==> src/rtl/shader_dispatch.sv <==
// Shares a pool of shader units across one triangle stream: dispatches each accepted
// triangle to the lowest idle unit and returns colours in acceptance order with a tag.
module shader_dispatch #(
    parameter int unsigned NUM_UNITS = 4,
    parameter int unsigned TAG_W     = 8
) (
    input  logic                                  clk,
    input  logic                                  sreset,
    input  logic                                  in_valid,
    output logic                                  in_ready,
    input  logic [2:0][31:0]                      in_p1,
    input  logic [2:0][31:0]                      in_p2,
    input  logic [2:0][31:0]                      in_p3,
    input  logic [2:0][31:0]                      view_vector,
    output logic                                  su_sreset,
    output logic [NUM_UNITS-1:0]                  su_start,
    output logic [NUM_UNITS-1:0][2:0][31:0]       su_p1,
    output logic [NUM_UNITS-1:0][2:0][31:0]       su_p2,
    output logic [NUM_UNITS-1:0][2:0][31:0]       su_p3,
    output logic [2:0][31:0]                      su_view,
    input  logic [NUM_UNITS-1:0][3:0]             su_color,
    input  logic [NUM_UNITS-1:0]                  su_done,
    output logic                                  out_valid,
    input  logic                                  out_ready,
    output logic [3:0]                            out_color,
    output logic [TAG_W-1:0]                      out_tag,
    output logic [$clog2(NUM_UNITS+1)-1:0]        busy_count
);

    localparam int unsigned CntW = $clog2(NUM_UNITS + 1);

    typedef enum logic [2:0] {
        StIdle,
        StLaunch,
        StWaitLow,
        StRun,
        StHold
    } unit_state_e;

    unit_state_e      state_q [NUM_UNITS];
    logic [TAG_W-1:0] tag_q   [NUM_UNITS];
    logic [3:0]       color_q [NUM_UNITS];
    logic [TAG_W-1:0] in_seq_q;
    logic [TAG_W-1:0] out_seq_q;

    logic [NUM_UNITS-1:0] idle;
    logic [NUM_UNITS-1:0] hit;
    logic [NUM_UNITS-1:0] grant;
    logic                 found;
    logic                 accept;
    logic                 pop;

    assign su_sreset = sreset;
    assign su_view   = view_vector;
    assign in_ready  = !sreset && (|idle);
    assign accept    = in_valid && in_ready;
    assign out_valid = |hit;
    assign pop       = out_valid && out_ready;

    always_comb begin
        idle       = '0;
        hit        = '0;
        grant      = '0;
        found      = 1'b0;
        out_color  = '0;
        out_tag    = '0;
        busy_count = '0;
        for (int unsigned u = 0; u < NUM_UNITS; u++) begin
            idle[u] = (state_q[u] == StIdle);
            hit[u]  = (state_q[u] == StHold) && (tag_q[u] == out_seq_q);
            if (idle[u] && !found) begin
                grant[u] = 1'b1;
                found    = 1'b1;
            end
            if (!idle[u]) begin
                busy_count = busy_count + CntW'(1);
            end
            // Tags of outstanding units are unique, so at most one hit bit is set.
            out_color = out_color | ({4{hit[u]}} & color_q[u]);
            out_tag   = out_tag | ({TAG_W{hit[u]}} & tag_q[u]);
        end
    end

    always_ff @(posedge clk) begin
        if (sreset) begin
            su_start  <= '0;
            in_seq_q  <= '0;
            out_seq_q <= '0;
            for (int unsigned u = 0; u < NUM_UNITS; u++) begin
                state_q[u] <= StIdle;
                tag_q[u]   <= '0;
                color_q[u] <= '0;
                su_p1[u]   <= '0;
                su_p2[u]   <= '0;
                su_p3[u]   <= '0;
            end
        end else begin
            su_start <= '0;
            if (accept) begin
                in_seq_q <= in_seq_q + TAG_W'(1);
            end
            if (pop) begin
                out_seq_q <= out_seq_q + TAG_W'(1);
            end
            for (int unsigned u = 0; u < NUM_UNITS; u++) begin
                unique case (state_q[u])
                    StIdle: begin
                        if (accept && grant[u]) begin
                            state_q[u]  <= StLaunch;
                            su_start[u] <= 1'b1;
                            su_p1[u]    <= in_p1;
                            su_p2[u]    <= in_p2;
                            su_p3[u]    <= in_p3;
                            tag_q[u]    <= in_seq_q;
                        end
                    end
                    StLaunch: state_q[u] <= StWaitLow;
                    // done is still the previous result's level here; wait for it to drop
                    StWaitLow: begin
                        if (!su_done[u]) begin
                            state_q[u] <= StRun;
                        end
                    end
                    StRun: begin
                        if (su_done[u]) begin
                            state_q[u] <= StHold;
                            color_q[u] <= su_color[u];
                        end
                    end
                    StHold: begin
                        if (pop && hit[u]) begin
                            state_q[u] <= StIdle;
                        end
                    end
                    default: state_q[u] <= StIdle;
                endcase
            end
        end
    end

endmodule

==> config.mk <==
export PLATFORM = sky130hd
export DESIGN_NAME = shader_dispatch
export DESIGN_NICKNAME = d
export VERILOG_FILES = /design/src/rtl/shader_dispatch.sv
export SDC_FILE = /design/constraint.sdc
export NUM_CORES = 2
export LEC_CHECK = 0
export BUFFER_PORTS_ARGS = -buffer_cell sky130_fd_sc_hd__buf_2
export CAP_MARGIN = 40
export CORE_AREA = 2 2 658 660
export DETAILED_ROUTE_END_ITERATION = 6
export DIE_AREA = 0 0 660 662
export GPL_ROUTABILITY_DRIVEN = 0
export GPL_TIMING_DRIVEN = 1
export PLACE_DENSITY = 0.32
export SLEW_MARGIN = 25
export SYNTH_ARGS = -nofsm -noshare
export SYNTH_HDL_FRONTEND = slang
export SYNTH_SLANG_ARGS = --single-unit
==> constraint.sdc <==
create_clock -name clk -period 3.15 [get_ports clk]
set_clock_uncertainty 0.05 [all_clocks]
set_input_delay 0.1575 -clock clk [delete_from_list [all_inputs] [get_ports clk]]
set_output_delay 0.1575 -clock clk [all_outputs]
set_load 0.01 [all_outputs]
==> impl_metrics.yaml <==
run_status:
  status: "complete, no violations"
detailed_routing:
  viasPerCell: 3.356
  dr.pass1.iters: 5
  wl_um: 278500
  routedWlPerCell_um: 21.33
  drt-initial-drc-count: 2739
  drcViolationCount: 0
  ant_nets: 0
  via_count: 43820
clocking:
  h-tree-depth: 4
  cts_tree: "done"
  clockBufferDepth: 4
  clkSinkCount: 1232
  cts_buffers: 164
  clk_pin_slew_ps: 60
  clkLatencyLatePin_ps: 830
  cts-root-buf: "clkbuf_16"
yosys:
  synthTopCellsByArea: "dfxtp_1, nand2_1, a21oi_1, edfxtp_1, nand3_1"
  synth_warnings: 0
  ys_ff_latch: 1232
  synth_fp_nets: 5893
  netlist_instances: 5478
  synthTopCellsByCount: "nand2_1, dfxtp_1, a21oi_1"
  yosys.area.top_type: "dfxtp_1"
  synth_top_area_share_pct: 53.36
  ys_seq_area_share_pct: 57.46
  avgSynthCellArea_um2: 8.026
  synth.most_common_cell: "nand2_1"
  synth_ff_type: "dfxtp_1"
  syn_area_mm2: 0.04397
  synthArstFlopShare_pct: 0
  synth_cell_type_count: 38
  synth_edf_count: 60
placement:
  dpl.cell_count: 12330
  hpwl_um: 213400
  io_buffer_count: 1485
  post-place-ws_ps: 257.1
  placed_cell_area_mm2: 0.05809
timing:
  fin_crit_sh_pct: 94.47
  maxSlewHeadroom_pct: 34.28
  finalCriticalPeriod_ps: 2976
  hold_viol_final: 0
  drv_slew: 0
  rsz0062_at_grt: "yes"
  tightest_slew_ps: 985.8
  setup_viol: 0
  fmax_mhz: 336.0
  setup_ws_ps: 174.2
global_routing:
  grt_pass1_vias: 42740
  grt_pass1_wl_um: 371600
  grt.overflow.total: 0
  grt_max_degree: 166
  antenna_found_initial: 34
  grt_use_total_pct: 12.06
floorplan:
  coreArea_mm2: 0.4297
  die_h_um: 662
  rows: 241
  die_w_um: 660
  start_util_pct: 10.23
  fp.dieArea_mm2: 0.4369
  num_io_pins: 1678
finish:
  layout.nets: 7622
  layout-drive-gt1-share_pct: 26.38
  n_fill_cell: 49270
  area_delta_synth_final_pct: 54.18
  utilization_pct: 15.78
  layoutNonFillerInstCount: 13060
  stdcell_area_mm2: 0.06779
setup_path:
  endpoint_kind: "output port"
  path_class: "register to output port"
  worstPathArrival_ps: 2770
  start_kind: "register"
  critPathRequiredTime_ps: 2940
  crit_fanout: 2
min_path:
  hp-class: "input pin to register"
pwr:
  worst_ir_drop_vdd_uv: 406.8
  p_leak_nw: 28.70
  powerDensity_mw_per_mm2: 677.3
run:
  max_cap_violations: 0
[kinds of logic (layout without fill, tap and decap cells)]
group	count (synthesis)	count (layout)	synth area share, %
muxes	5	5	0.1138
other	0	21	0
DFF	1232	1232	57.46
and+or+nand+nor	2758	2758	25.06
xor gates and xnor gates	42	42	0.8366
buffers and inverters	511	2360	5.523
AOI/OAI and AO/OA	923	923	10.81
adders and majority gates	7	7	0.1992
[critical path: stages (launching register included)]
cell,delay (ps)
edfxtp_1,380
or3_4,410
buf_4,160
ha_4,250
xnor2_2,140
ha_1,180
nand2_1,60
xor2_1,200
buf_4,180
[routing by layer]
layer  vias to the layer above  part of all wire, %  GRT usage (%)  routed length (um)
met5                         -                0.015              0                  41
met4                         6                  3.2          3.737                9012
met3                       359                  6.1          2.756               17090
met2                      1321                   50          21.63              140600
met1                     20990                   40          14.14              111800
li1                      21150                    -              -                   -
[power by group]
| group | internal (W) | total (W) | switching [W] |
|---|---|---|---|
| registers | 0.0172 | 0.0181 | 0.000835 |
| clock network | 0.0110 | 0.0189 | 0.00793 |
| logic | 0.00302 | 0.00896 | 0.00594 |
[cell usage in the layout (no fill, tap or decap), types with 4 or more instances in the layout]
master | Yosys | routed
dfxtp_1 | 1172 | 1166
clkbuf_8 | 0 | 35
diode_2 | 0 | 21
o21ai_1 | 284 | 284
a21oi_1 | 599 | 598
nor2_1 | 24 | 23
clkbuf_16 | 0 | 169
buf_4 | 99 | 107
nor3_4 | 4 | 4
xor2_1 | 7 | 7
edfxtp_1 | 60 | 60
nand3_1 | 305 | 302
xnor2_1 | 35 | 33
nor3_1 | 9 | 9
mux2i_1 | 5 | 5
inv_1 | 5 | 4
dlygate4sd3_1 | 0 | 412
a22oi_1 | 24 | 24
and2_1 | 46 | 46
or3_1 | 8 | 6
buf_12 | 0 | 59
clkinv_2 | 0 | 25
nand4_1 | 9 | 9
o31ai_1 | 4 | 4
nand2_1 | 2340 | 2339
clkbuf_1 | 267 | 37
dfxtp_2 | 0 | 6
ha_1 | 7 | 5
inv_8 | 0 | 5
o21ai_0 | 6 | 6
buf_2 | 111 | 1483
[path summary, 6_finish.rpt]
kind,depth (start not counted),endpoint,slack [ps],startpoint
worst max register to register,5,su_p1[382]$_SDFFE_PP0P_,420,state_q[2][0]$_SDFFCE_PP0P_
worst min register to register,2,su_p1[305]$_SDFFE_PP0P_,390,su_p1[305]$_SDFFE_PP0P_
worst max-delay path,8,busy_count[2],170,state_q[0][0]$_SDFFCE_PP0P_
worst min-delay path,4,su_p2[148]$_SDFFE_PP0P_,100,in_p2[52]
[sequential cells by signal, summed over array words and instances (netlist names)]
signal,count
su_p2,384
su_p3,384
in_seq_q,8
out_seq_q,8
su_p1,384
su_start,4
color_q,16
tag_q,32
state_q,12
[stage by stage]
stage          hold slack, ps  power, W  setup TNS [ps]
6_report                104.3   0.04591               0
2_1_floorplan           206.5   0.02207               0
4_1_cts                0.1948   0.04684               0
5_1_grt                 40.01   0.04816          -18.78
3_5_place_dp            265.1   0.02698               0
3_3_place_gp            265.1   0.02705               0
[final cells by class]
type	instances	area, um2	area share, %
flip-flops and latches	1232	25270	37.28
multi-input cells	3735	16380	24.16
repair buffers	2063	13560	20.00
well taps	5710	7144	10.54
clock buffers	241	4850	7.154
clock inverters	45	459.2	0.6774
inverters	11	78.83	0.1163
diodes	21	52.55	0.07752
[timing repair]
item / in CTS / in global routing
setup endpoints to repair: 15 / 3
hold buffers: 412 / 0
buffers inserted: 9 / 3
pin swaps: 5 / 5
resized for setup: 12 / 7
hold endpoints to repair: 1225 / 0
Note: power is estimated with default switching activity, not from simulation.
